<file path="src/rtl/lfsr_checker_errcnt.sv">
// rtl/lfsr_checker_errcnt.sv - saturating error counter with increment enable
module lfsr_checker_errcnt #(
   parameter int W = 8
) (
   input  logic         clk,
   input  logic         rst_n,
   input  logic         inc,
   output logic [W-1:0] count
);

   always_ff @(posedge clk or negedge rst_n) begin
      if (!rst_n) begin
         count <= '0;
      end else if (inc && (count != {W{1'b1}})) begin
         count <= count + W'(1);
      end
   end

endmodule

</file>
<file path="config.mk">
export PLATFORM = sky130hd
export DESIGN_NAME = lfsr_checker_errcnt
export DESIGN_NICKNAME = d
export VERILOG_FILES = /design/src/rtl/lfsr_checker_errcnt.sv
export SDC_FILE = /design/constraint.sdc
export NUM_CORES = 1
export LEC_CHECK = 0
export ABC_CLOCK_PERIOD_IN_PS = 1600
export CORE_AREA = 5 5 42 44
export DETAILED_ROUTE_END_ITERATION = 7
export DIE_AREA = 0 0 47 49
export GPL_TIMING_DRIVEN = 0
export SLEW_MARGIN = 25
export SYNTH_ARGS = -nofsm -noshare
export SYNTH_HDL_FRONTEND = slang
export SYNTH_SLANG_ARGS = --single-unit
</file>
<file path="constraint.sdc">
create_clock -name clk -period 1.6 [get_ports clk]
set_input_delay 0.32 -clock clk [delete_from_list [all_inputs] [get_ports clk]]
set_output_delay 0.32 -clock clk [all_outputs]
set_load 0.005 [all_outputs]
</file>
==> run_summary.xml, run 1 <==
<?xml version="1.0" encoding="UTF-8"?>
<metrics>
  <group name="synth">
    <metric name="post_synth.cell_area_avg" unit="um^2">12.0</metric>
    <metric name="yosysWarningCount" unit="">0</metric>
    <metric name="post_synth_and_or_nand_nor_area_fraction" unit="%">15.0</metric>
    <metric name="dominant_combinational_cell_family_by_area_after_synthesis" unit="">compound AO/OA/AOI/OAI gates</metric>
    <metric name="post_synth_mux_area_share" unit="%">6.44</metric>
    <metric name="xor_xnor_portion_of_the_synthesized_cell_area" unit="%">4.29</metric>
    <metric name="yosys.cell_types.count" unit="">23</metric>
    <metric name="post_synth_fa_ha_maj_area_fraction" unit="%">3.07</metric>
    <metric name="synth.ff_latch_count" unit="">8</metric>
    <metric name="netlist_area" unit="um^2">408</metric>
    <metric name="synth_cells" unit="">34</metric>
    <metric name="synth.net_count" unit="">38</metric>
    <metric name="synth_area_in_compound_gates" unit="%">21.2</metric>
    <metric name="ys_seq_area_share" unit="%">49.1</metric>
  </group>
  <group name="cells_and_area">
    <metric name="largest_register_ffs" unit="">8</metric>
    <metric name="design_area" unit="um^2">557</metric>
    <metric name="final_core_density" unit="%">39.7</metric>
    <metric name="final_net_count" unit="">53</metric>
    <metric name="regMostFlops" unit="">count</metric>
    <metric name="num_antenna_cells" unit="">0</metric>
    <metric name="biggestRegsByFlops" unit="">count x8</metric>
    <metric name="final_layout_size_suffix_gt1_share" unit="%">29.8</metric>
    <metric name="synthToLayoutAreaGrowth" unit="%">36.5</metric>
    <metric name="fillerInstances" unit="">145</metric>
  </group>
  <group name="outcome">
    <metric name="status" unit="">complete, no violations</metric>
  </group>
  <group name="sta">
    <metric name="hold_viol_final" unit="">0</metric>
    <metric name="timing.clock.skew" unit="ns">0.00111</metric>
    <metric name="timing.final.crit_share" unit="%">95.6</metric>
    <metric name="tightestPinTransition" unit="ns">0.375</metric>
    <metric name="worst_slew_margin" unit="%">74.9</metric>
    <metric name="timing_max_transition_violations_final" unit="">0</metric>
    <metric name="finalSetupViolCount" unit="">0</metric>
    <metric name="final.min_clock_period" unit="ns">1.53</metric>
    <metric name="achievable-frequency" unit="MHz">654</metric>
    <metric name="unrepaired_setup_endpoints_after_global_routing" unit="">false</metric>
  </group>
  <group name="setup_path">
    <metric name="setup.worst_path.start" unit="">count[6]</metric>
    <metric name="critical_path.endpoint_type" unit="">output port</metric>
    <metric name="worst_r2r_startpoint" unit="">count[0]</metric>
    <metric name="type_of_the_worst_setup_path" unit="">reg -&gt; out</metric>
    <metric name="worstPathMaxFanout" unit="">8</metric>
    <metric name="critical_path_arrival" unit="ns">1.21</metric>
    <metric name="worst_setup_sp_type" unit="">flop</metric>
    <metric name="crit_path_max_incr_delay" unit="ns">0.53</metric>
    <metric name="critical_path.n_buffers_inverters" unit="">1</metric>
    <metric name="crit_slowest_cell" unit="">clkdlybuf4s50_1</metric>
    <metric name="critPathRequiredTime" unit="ns">1.28</metric>
    <metric name="timing.critical_path.cells" unit="">clkdlybuf4s50_1</metric>
    <metric name="path_delay_family" unit="">buffers and inverters</metric>
  </group>
  <group name="grt">
    <metric name="use_met2" unit="%">10.4</metric>
    <metric name="grtUsageTotal" unit="%">8.17</metric>
    <metric name="grt_residual_overflow" unit="">0</metric>
    <metric name="grt_use_met1" unit="%">10.8</metric>
    <metric name="grt_first_pass_wirelength" unit="mm">1.33</metric>
    <metric name="grt_max_degree" unit="">9</metric>
    <metric name="busiest_layer" unit="">met1</metric>
    <metric name="groute.layer.met3.usage" unit="%">3.69</metric>
    <metric name="grt_antenna_before_repair" unit="">0</metric>
    <metric name="grt_pass1_vias" unit="">327</metric>
  </group>
  <group name="power">
    <metric name="power_frac_seq" unit="%">44.0</metric>
    <metric name="cellPowerDensity" unit="nW/um^2">1730</metric>
    <metric name="power.static_leakage" unit="nW">0.213</metric>
    <metric name="max-vdd-ir-drop" unit="mV">0.736</metric>
    <metric name="combPwrFrac" unit="%">40.6</metric>
    <metric name="power_switching" unit="uW">330</metric>
    <metric name="internal-power" unit="uW">633</metric>
    <metric name="p_sw_share" unit="%">34.3</metric>
    <metric name="total_power" unit="uW">963</metric>
    <metric name="clock_power_share" unit="%">15.4</metric>
  </group>
  <group name="placed_design">
    <metric name="post_detailed_placement_cell_area" unit="um^2">528</metric>
    <metric name="place.gp.congestion" unit="">0.797</metric>
    <metric name="buffer_ports.inserted" unit="">10</metric>
    <metric name="dp_hpwl" unit="um">594</metric>
  </group>
  <group name="clock_tree">
    <metric name="worstSkewPairLatency" unit="ns">0.24</metric>
    <metric name="post-cts-setup-buffers" unit="">0</metric>
    <metric name="total_cts_buffers" unit="">3</metric>
    <metric name="cts.repair.resized" unit="">1</metric>
    <metric name="htree_num_levels" unit="">1</metric>
    <metric name="cts.hold.buffers_added" unit="">0</metric>
    <metric name="cts_tree" unit="">built</metric>
    <metric name="clk_root_buf" unit="">clkbuf_4</metric>
    <metric name="clock_tree.buffer_depth" unit="">2</metric>
    <metric name="clock_sinks" unit="">8</metric>
    <metric name="clk_pin_slew_worst_paths" unit="ns">0.05</metric>
  </group>
  <group name="routing">
    <metric name="aggregate_routed_wire_length" unit="um">842</metric>
    <metric name="vias_per_std_cell" unit="">5.13</metric>
    <metric name="post-route-drc-count" unit="">0</metric>
    <metric name="drt-pass1-iter-count" unit="">4</metric>
    <metric name="vias" unit="">323</metric>
    <metric name="number_of_drc_violations_after_detailed_routing_iteration_0" unit="">6</metric>
    <metric name="drt_antenna_net_count" unit="">0</metric>
    <metric name="routed_wire_length_per_instance" unit="um">13.4</metric>
  </group>
  <group name="hold_path">
    <metric name="holdCritPathClass" unit="">in -&gt; async</metric>
  </group>
  <group name="floorplanning">
    <metric name="placeableCoreArea" unit="um^2">1400</metric>
    <metric name="design.die.area" unit="um^2">2300</metric>
    <metric name="floorplan.rows" unit="">14</metric>
    <metric name="pin_count" unit="">11</metric>
    <metric name="fp.dieW" unit="um">47</metric>
    <metric name="vertical_die_dimension" unit="um">49</metric>
    <metric name="initial_core_util" unit="%">29.1</metric>
  </group>
  <group name="job">
    <metric name="max_cap_violations" unit="">0</metric>
  </group>
</metrics>
[power by group through the flow]
stage	registers, mW	clock network [mW]	logic (mW)
after floorplan	0.403	0	0.184
final	0.424	0.148	0.391
after CTS	0.415	0.160	0.397
after global placement	0.413	0	0.390
after detailed placement	0.417	0	0.393
after global routing	0.440	0.175	0.427
[cell usage after synthesis (all sizes together)]
library cell,n,area [um^2]
dfrtp,8,200
nand3,3,20.0
a21oi,2,10.0
a31oi,2,12.5
a41oi,2,17.5
mux2,2,26.3
a21boi,1,7.51
a311oi,1,15.0
and3,1,11.3
and4,1,11.3
ha,1,12.5
inv,1,3.75
nand2,1,3.75
nand4,1,6.26
nor2,1,3.75
nor3,1,5.00
o211ai,1,7.51
o21a,1,7.51
o21ai,1,8.76
xnor2,1,8.76
xor2,1,8.76
[final timing paths]
kind                            endpoint  slack [ns]  cells past startpoint
worst max-delay path            count[6]        0.07                      1
worst min-delay path            count[2]        0.36                      1
worst max register to register  count[1]        0.10                      4
worst min register to register  count[4]        0.53                      1
max in group asynchronous       count[3]        0.95                      1
min in group clk                count[4]        0.53                      1
[per-stage QoR]
step           setup TNS, ns  hold WS, ns  worst slack (ns)  instances
2_1_floorplan              0       0.0244             0.207         34
5_1_grt                    0        0.379            0.0224         63
6_report                   0        0.357            0.0702         63
3_5_place_dp         -0.0846        0.532           -0.0846         60
3_3_place_gp         -0.0796        0.529           -0.0796         60
4_1_cts                    0        0.366            0.0141         63
[cells in the final DEF (no fill, tap or decap)]
cell type and instances:
clkdlybuf4s50_1 10, dfrtp_2 5, clkbuf_4 3, dfrtp_1 3
nand3_1 2, a31oi_1 2, a21oi_1 2, a41oi_1 2
and3_4 1, inv_1 1, a311oi_2 1, xor2_1 1
and4_4 1, nand4_1 1, o211ai_1 1, o21a_1 1
nor2_1 1, o21ai_2 1, mux2_1 1, xnor2_1 1
nor3_1 1, nand2_1 1, nand3_2 1, mux2_4 1
a21boi_0 1, ha_1 1
[cell families (layout without fill, tap and decap cells)]
family,Yosys count,after routing
mux,2,2
flops,8,8
fa+ha+maj,1,1
buf+inv,1,14
simple gates,9,9
xor+xnor,2,2
compound gates,11,11
[routing by layer]
metal,vias up,wire [um]
met1,150,436
met3,0,55
met5,-,0
met2,11,351
li1,162,-
met4,0,0
[cell type report]
cell class              instances  area, um^2  share of cell area [%]
flip-flops and latches          8         206                    37.1
well taps                      16        20.0                    3.60
clock buffers                   3        22.5                    4.04
inverters                       1        3.75                   0.674
repair buffers                 10         100                    18.0
multi-input cells              25         204                    36.6
No activity file was read; power rests on OpenSTA's default activity.
==> inputs of run 2 (changes only) <==
CORE_AREA = unset   (was 5 5 42 44)
CORE_MARGIN = 5   (was unset)
CORE_UTILIZATION = 25   (was unset)
DIE_AREA = unset   (was 0 0 47 49)
RECOVER_POWER = 50   (was unset)
REMOVE_ABC_BUFFERS = 1   (was unset)
==> run 2 against run 1 <==
Worst setup slack better by 0.0089 ns. Clock power hardly changed. Critical path depth stayed put. Final cell count stayed put. Critical path type unchanged. Largest power group unchanged. Highest routed layer unchanged.
==> run_summary.xml, run 2 (synthesized netlist as in run 1, its figures left out) <==
<?xml version="1.0" encoding="UTF-8"?>
<metrics>
  <group name="sta">
    <metric name="final.min_clock_period" unit="ns">1.52</metric>
    <metric name="final.setup.tns" unit="ns">0</metric>
    <metric name="hold-worst-slack" unit="ns">0.419</metric>
    <metric name="hold_viol_final" unit="">0</metric>
    <metric name="finalSetupViolCount" unit="">0</metric>
    <metric name="timing_max_transition_violations_final" unit="">0</metric>
    <metric name="unrepaired_setup_endpoints_after_global_routing" unit="">true</metric>
    <metric name="worst_slew_margin" unit="%">75.0</metric>
    <metric name="achievable-frequency" unit="MHz">658</metric>
    <metric name="timing.final.crit_share" unit="%">95.1</metric>
    <metric name="timing.clock.skew" unit="ns">0.00374</metric>
    <metric name="tightestPinTransition" unit="ns">0.374</metric>
  </group>
  <group name="setup_path">
    <metric name="worstPathMaxFanout" unit="">8</metric>
    <metric name="critPathRequiredTime" unit="ns">1.28</metric>
    <metric name="ff2ff_setup_slack" unit="ns">0.11</metric>
    <metric name="critical_path.endpoint_type" unit="">output port</metric>
    <metric name="worst_r2r_startpoint" unit="">count[0]</metric>
    <metric name="crit_path_max_incr_delay" unit="ns">0.52</metric>
    <metric name="timing.rr.end" unit="">count[1]</metric>
    <metric name="timing.critical_path.cells" unit="">clkdlybuf4s50_1</metric>
    <metric name="type_of_the_worst_setup_path" unit="">reg -&gt; out</metric>
    <metric name="worst_r2r_path_depth" unit="">4</metric>
    <metric name="path_delay_family" unit="">buffers and inverters</metric>
    <metric name="critical_path.n_buffers_inverters" unit="">1</metric>
    <metric name="worst_setup_sp_type" unit="">flop</metric>
    <metric name="critical_path_arrival" unit="ns">1.20</metric>
    <metric name="crit_slowest_cell" unit="">clkdlybuf4s50_1</metric>
  </group>
  <group name="cells_and_area">
    <metric name="mostFrequentLayoutCells" unit="">clkdlybuf4s50_1 (8), dfrtp_2 (5), clkbuf_4 (3), dfrtp_1 (3)</metric>
    <metric name="synthToLayoutAreaGrowth" unit="%">37.1</metric>
    <metric name="final_core_density" unit="%">36.7</metric>
    <metric name="final_net_count" unit="">53</metric>
    <metric name="final_layout_size_suffix_gt1_share" unit="%">31.9</metric>
    <metric name="num_antenna_cells" unit="">0</metric>
    <metric name="regMostFlops" unit="">count</metric>
    <metric name="biggestRegsByFlops" unit="">count x8</metric>
    <metric name="largest_register_ffs" unit="">8</metric>
    <metric name="final_common_cell" unit="">clkdlybuf4s50_1</metric>
    <metric name="design_area" unit="um^2">559</metric>
  </group>
  <group name="routing">
    <metric name="vias_per_std_cell" unit="">5.35</metric>
    <metric name="vias" unit="">337</metric>
    <metric name="routed_wire_length_per_instance" unit="um">13.4</metric>
    <metric name="drt-pass1-iter-count" unit="">1</metric>
    <metric name="aggregate_routed_wire_length" unit="um">842</metric>
    <metric name="post-route-drc-count" unit="">0</metric>
    <metric name="drt_antenna_net_count" unit="">0</metric>
    <metric name="number_of_drc_violations_after_detailed_routing_iteration_0" unit="">0</metric>
  </group>
  <group name="power">
    <metric name="combPwrFrac" unit="%">40.9</metric>
    <metric name="clock_power_share" unit="%">15.6</metric>
    <metric name="p_sw_share" unit="%">34.2</metric>
    <metric name="max-vdd-ir-drop" unit="mV">0.821</metric>
    <metric name="internal-power" unit="uW">636</metric>
    <metric name="power.static_leakage" unit="nW">0.211</metric>
    <metric name="total_power" unit="uW">968</metric>
    <metric name="power_switching" unit="uW">331</metric>
    <metric name="power_frac_seq" unit="%">43.5</metric>
    <metric name="cellPowerDensity" unit="nW/um^2">1730</metric>
  </group>
  <group name="floorplanning">
    <metric name="placeableCoreArea" unit="um^2">1520</metric>
    <metric name="pin_count" unit="">11</metric>
    <metric name="design.die.area" unit="um^2">2540</metric>
    <metric name="vertical_die_dimension" unit="um">50.4</metric>
    <metric name="initial_core_util" unit="%">26.8</metric>
    <metric name="fp.dieW" unit="um">50.4</metric>
    <metric name="floorplan.rows" unit="">14</metric>
  </group>
  <group name="grt">
    <metric name="grt_residual_overflow" unit="">0</metric>
    <metric name="grt_max_degree" unit="">9</metric>
    <metric name="grt_first_pass_wirelength" unit="mm">1.40</metric>
    <metric name="grt_pass1_vias" unit="">310</metric>
    <metric name="grt_antenna_before_repair" unit="">0</metric>
    <metric name="grtUsageTotal" unit="%">7.26</metric>
  </group>
  <group name="outcome">
    <metric name="status" unit="">complete, no violations</metric>
  </group>
  <group name="clock_tree">
    <metric name="cts_tree" unit="">built</metric>
    <metric name="post-cts-setup-buffers" unit="">0</metric>
    <metric name="worstSkewPairLatency" unit="ns">0.25</metric>
    <metric name="clk_pin_slew_worst_paths" unit="ns">0.05</metric>
    <metric name="cts.hold.buffers_added" unit="">0</metric>
    <metric name="clk_root_buf" unit="">clkbuf_4</metric>
    <metric name="clock_tree.buffer_depth" unit="">2</metric>
    <metric name="cts.repair.resized" unit="">1</metric>
    <metric name="total_cts_buffers" unit="">3</metric>
    <metric name="clock_sinks" unit="">8</metric>
    <metric name="htree_num_levels" unit="">1</metric>
  </group>
  <group name="placed_design">
    <metric name="dp_hpwl" unit="um">623</metric>
    <metric name="buffer_ports.inserted" unit="">10</metric>
    <metric name="place.gp.congestion" unit="">0.664</metric>
    <metric name="post_detailed_placement_cell_area" unit="um^2">528</metric>
  </group>
  <group name="job">
    <metric name="max_cap_violations" unit="">0</metric>
  </group>
  <group name="hold_path">
    <metric name="holdCritPathClass" unit="">in -&gt; async</metric>
  </group>
</metrics>
run 2: changes by cell type in the layout (fill, tap and decap cells not counted):
cell,delta
ha_1,-1
clkdlybuf4s50_1,-2
dlygate4sd3_1,+2
ha_2,+1
run 2: worst max path at each step:
stage | cells after the start | end | from | slack, ns
2_1_floorplan | 4 | count[1] | count[0] | 0.21
3_3_place_gp | 4 | count[5] | inc | -0.08
3_5_place_dp | 4 | count[5] | inc | -0.08
4_1_cts | 1 | count[7] | count[7] | 0.02
5_1_grt | 4 | count[1] | count[0] | -0.02
6_report | 1 | count[6] | count[6] | 0.08
run 2: cell type report:
type                    instances  area (um^2)
flip-flops and latches          8          206
inverters                       1         3.75
repair buffers                 10          100
well taps                      16         20.0
multi-input cells              25          206
fillers                       158          965
clock buffers                   3         22.5
run 2: power by group through the flow:
stage                     registers (mW)  logic [mW]  clock network, mW
final                              0.421       0.395              0.151
after detailed placement           0.415       0.395                  0
after global routing               0.450       0.438              0.168
after CTS                          0.414       0.400              0.160
after floorplan                    0.403       0.184                  0
after global placement             0.412       0.390                  0
run 2: metrics by stage:
step           setup WS (ns)  std cells
6_report              0.0791         63
5_1_grt              -0.0201         63
4_1_cts               0.0239         63
3_5_place_dp         -0.0778         60
3_3_place_gp         -0.0842         60
2_1_floorplan          0.207         34
run 2: metal layers:
metal  track usage [%]  routed length, um  part of all wire (%)  vias to the layer above
li1                  -                  -                     -                      166
met1              10.5                394                    47                      160
met2              8.58                373                    44                       11
met3              5.33                 73                   8.7                        0
met4              1.28                  0                     0                        0
met5                 0                  0                     0                        -
==> inputs of run 3 (changes only) <==
SETUP_SLACK_MARGIN = 0.05   (was unset)
SLEW_MARGIN = unset   (was 25)
==> run 3 against run 2 <==
Combinational power increased by 34%. Routed wire length increased by 6.1%. Register-to-register slack improved by 0.04 ns. Sequential share of layout area decreased by 3.7 points. Fmax increased by 1.1%. Die area unchanged. Hold slack improved by 0.00062 ns. Critical path type unchanged. Clock skew decreased by 0.0023 ns. Worst setup slack improved by 0.017 ns. Clock power about the same. Critical path depth unchanged. Critical endpoint is now count[3]. Total power increased by 8.3%.
==> run_summary.xml, run 3 (synthesized netlist as in run 1, its figures left out) <==
<?xml version="1.0" encoding="UTF-8"?>
<metrics>
  <group name="clock_tree">
    <metric name="clk_pin_slew_worst_paths" unit="ns">0.05</metric>
    <metric name="worstSkewPairLatency" unit="ns">0.25</metric>
    <metric name="total_cts_buffers" unit="">3</metric>
    <metric name="cts_tree" unit="">built</metric>
    <metric name="clock_tree.buffer_depth" unit="">2</metric>
    <metric name="htree_num_levels" unit="">1</metric>
    <metric name="clock_sinks" unit="">8</metric>
    <metric name="clk_root_buf" unit="">clkbuf_4</metric>
    <metric name="cts.hold.buffers_added" unit="">0</metric>
  </group>
  <group name="routing">
    <metric name="routed_wire_length_per_instance" unit="um">12.6</metric>
    <metric name="drt_antenna_net_count" unit="">0</metric>
    <metric name="aggregate_routed_wire_length" unit="um">893</metric>
    <metric name="post-route-drc-count" unit="">0</metric>
    <metric name="vias" unit="">360</metric>
    <metric name="topRoutingLayerUsed" unit="">met3</metric>
    <metric name="dr_wl_met2" unit="um">399</metric>
    <metric name="drt-pass1-iter-count" unit="">4</metric>
    <metric name="wl_met3" unit="um">92</metric>
    <metric name="wirelength_met1" unit="um">402</metric>
    <metric name="number_of_drc_violations_after_detailed_routing_iteration_0" unit="">1</metric>
    <metric name="vias_per_std_cell" unit="">5.07</metric>
  </group>
  <group name="cells_and_area">
    <metric name="design_area" unit="um^2">614</metric>
    <metric name="synthToLayoutAreaGrowth" unit="%">50.6</metric>
    <metric name="mostFrequentLayoutCells" unit="">clkdlybuf4s50_1 (8), buf_4 (8), dfrtp_1 (5), clkbuf_4 (3), dfrtp_2 (3)</metric>
    <metric name="final_core_density" unit="%">40.3</metric>
    <metric name="regMostFlops" unit="">count</metric>
    <metric name="final_layout_size_suffix_gt1_share" unit="%">36.4</metric>
    <metric name="final_net_count" unit="">61</metric>
    <metric name="biggestRegsByFlops" unit="">count x8</metric>
    <metric name="num_antenna_cells" unit="">0</metric>
    <metric name="largest_register_ffs" unit="">8</metric>
    <metric name="layoutNonFillerInstCount" unit="">71</metric>
  </group>
  <group name="sta">
    <metric name="tightestPinTransition" unit="ns">0.377</metric>
    <metric name="timing.final.crit_share" unit="%">94.0</metric>
    <metric name="unrepaired_setup_endpoints_after_global_routing" unit="">false</metric>
    <metric name="final.min_clock_period" unit="ns">1.50</metric>
    <metric name="final.setup.tns" unit="ns">0</metric>
    <metric name="achievable-frequency" unit="MHz">665</metric>
    <metric name="timing.clock.skew" unit="ns">0.00139</metric>
    <metric name="timing_max_transition_violations_final" unit="">0</metric>
    <metric name="finalSetupViolCount" unit="">0</metric>
    <metric name="final.setup.worst_slack" unit="ns">0.0959</metric>
    <metric name="worst_slew_margin" unit="%">74.8</metric>
    <metric name="hold_viol_final" unit="">0</metric>
  </group>
  <group name="outcome">
    <metric name="status" unit="">complete, no violations</metric>
  </group>
  <group name="setup_path">
    <metric name="timing.critical_path.cells" unit="">clkdlybuf4s50_1</metric>
    <metric name="critPathRequiredTime" unit="ns">1.28</metric>
    <metric name="path_delay_family" unit="">buffers and inverters</metric>
    <metric name="critical_path.n_buffers_inverters" unit="">1</metric>
    <metric name="critical_path.endpoint_type" unit="">output port</metric>
    <metric name="worst_setup_sp_type" unit="">flop</metric>
    <metric name="crit_path_max_incr_delay" unit="ns">0.52</metric>
    <metric name="crit_slowest_cell" unit="">clkdlybuf4s50_1</metric>
    <metric name="cp_num_cells" unit="">1</metric>
    <metric name="worstPathMaxFanout" unit="">7</metric>
    <metric name="critical_path_arrival" unit="ns">1.18</metric>
    <metric name="type_of_the_worst_setup_path" unit="">reg -&gt; out</metric>
    <metric name="worst_r2r_path_depth" unit="">4</metric>
  </group>
  <group name="placed_design">
    <metric name="placement.setup.worst_slack" unit="ns">-0.0778</metric>
    <metric name="dp_hpwl" unit="um">623</metric>
    <metric name="buffer_ports.inserted" unit="">10</metric>
    <metric name="placed_cells" unit="">60</metric>
    <metric name="place.gp.congestion" unit="">0.664</metric>
    <metric name="post_detailed_placement_cell_area" unit="um^2">528</metric>
  </group>
  <group name="grt">
    <metric name="grt_first_pass_wirelength" unit="mm">1.48</metric>
    <metric name="grt_max_degree" unit="">9</metric>
    <metric name="grtUsageTotal" unit="%">7.69</metric>
    <metric name="grt_pass1_vias" unit="">327</metric>
    <metric name="grt_residual_overflow" unit="">0</metric>
    <metric name="grt_antenna_before_repair" unit="">0</metric>
  </group>
  <group name="floorplanning">
    <metric name="floorplan.rows" unit="">14</metric>
    <metric name="vertical_die_dimension" unit="um">50.4</metric>
    <metric name="fp.dieW" unit="um">50.4</metric>
    <metric name="placeableCoreArea" unit="um^2">1520</metric>
    <metric name="design.die.area" unit="um^2">2540</metric>
    <metric name="pin_count" unit="">11</metric>
    <metric name="initial_core_util" unit="%">26.8</metric>
  </group>
  <group name="job">
    <metric name="max_cap_violations" unit="">0</metric>
  </group>
  <group name="power">
    <metric name="power.static_leakage" unit="nW">0.254</metric>
    <metric name="cellPowerDensity" unit="nW/um^2">1710</metric>
    <metric name="max-vdd-ir-drop" unit="mV">0.719</metric>
  </group>
  <group name="hold_path">
    <metric name="holdCritPathClass" unit="">in -&gt; async</metric>
  </group>
</metrics>
==> run 3: changes by cell type in the layout (fill, tap and decap cells not counted) <==
| cell | change |
|---|---|
| buf_4 | +8 |
| ha_1 | +1 |
| dfrtp_2 | -2 |
| dfrtp_1 | +2 |
| ha_2 | -1 |
==> run 3: area by class of cell <==
type | count | area (um^2)
multi-input cells | 25 | 204
well taps | 16 | 20.0
inverters | 1 | 3.75
flip-flops and latches | 8 | 204
fillers | 159 | 910
repair buffers | 18 | 160
clock buffers | 3 | 22.5
==> run 3: report_power, final <==
group,internal [mW],switching [mW],leakage [nW]
clock,0.0858,0.0679,0.0138
sequential,0.291,0.0737,0.0937
combinational,0.321,0.208,0.147
total,0.698,0.350,0.254
==> run 3: path summary, 6_finish.rpt <==
path	slack [ns]	to	from
worst max-delay path	0.1	count[3]	count[3]
worst max register to register	0.15	count[1]	count[0]
worst min register to register	0.56	count[1]	count[1]
min in group clk	0.56	count[1]	count[1]
worst min-delay path	0.42	count[5]	rst_n
max in group asynchronous	0.89	count[3]	rst_n
==> run 3: what timing repair did <==
action / 4_1_cts / 5_1_grt
cloned: 0 / 0
buffers inserted: 2 / 6
setup endpoints to repair: 5 / 5
gates resized for setup: 3 / 1
pin swaps: 0 / 2
==> run 3: routing by layer <==
layer / vias up / global-route usage (%)
li1: 181 / -
met1: 164 / 10.7
met2: 15 / 9.83
met3: 0 / 5.33
met4: 0 / 1.28
met5: - / 0
==> run 3: metrics by stage <==
stage | total power, mW | hold slack, ns
floorplan | 0.587 | 0.0244
CTS | 1.01 | 0.354
global route | 1.14 | 0.435
detailed placement | 0.811 | 0.539
finish | 1.05 | 0.420
global placement | 0.802 | 0.525
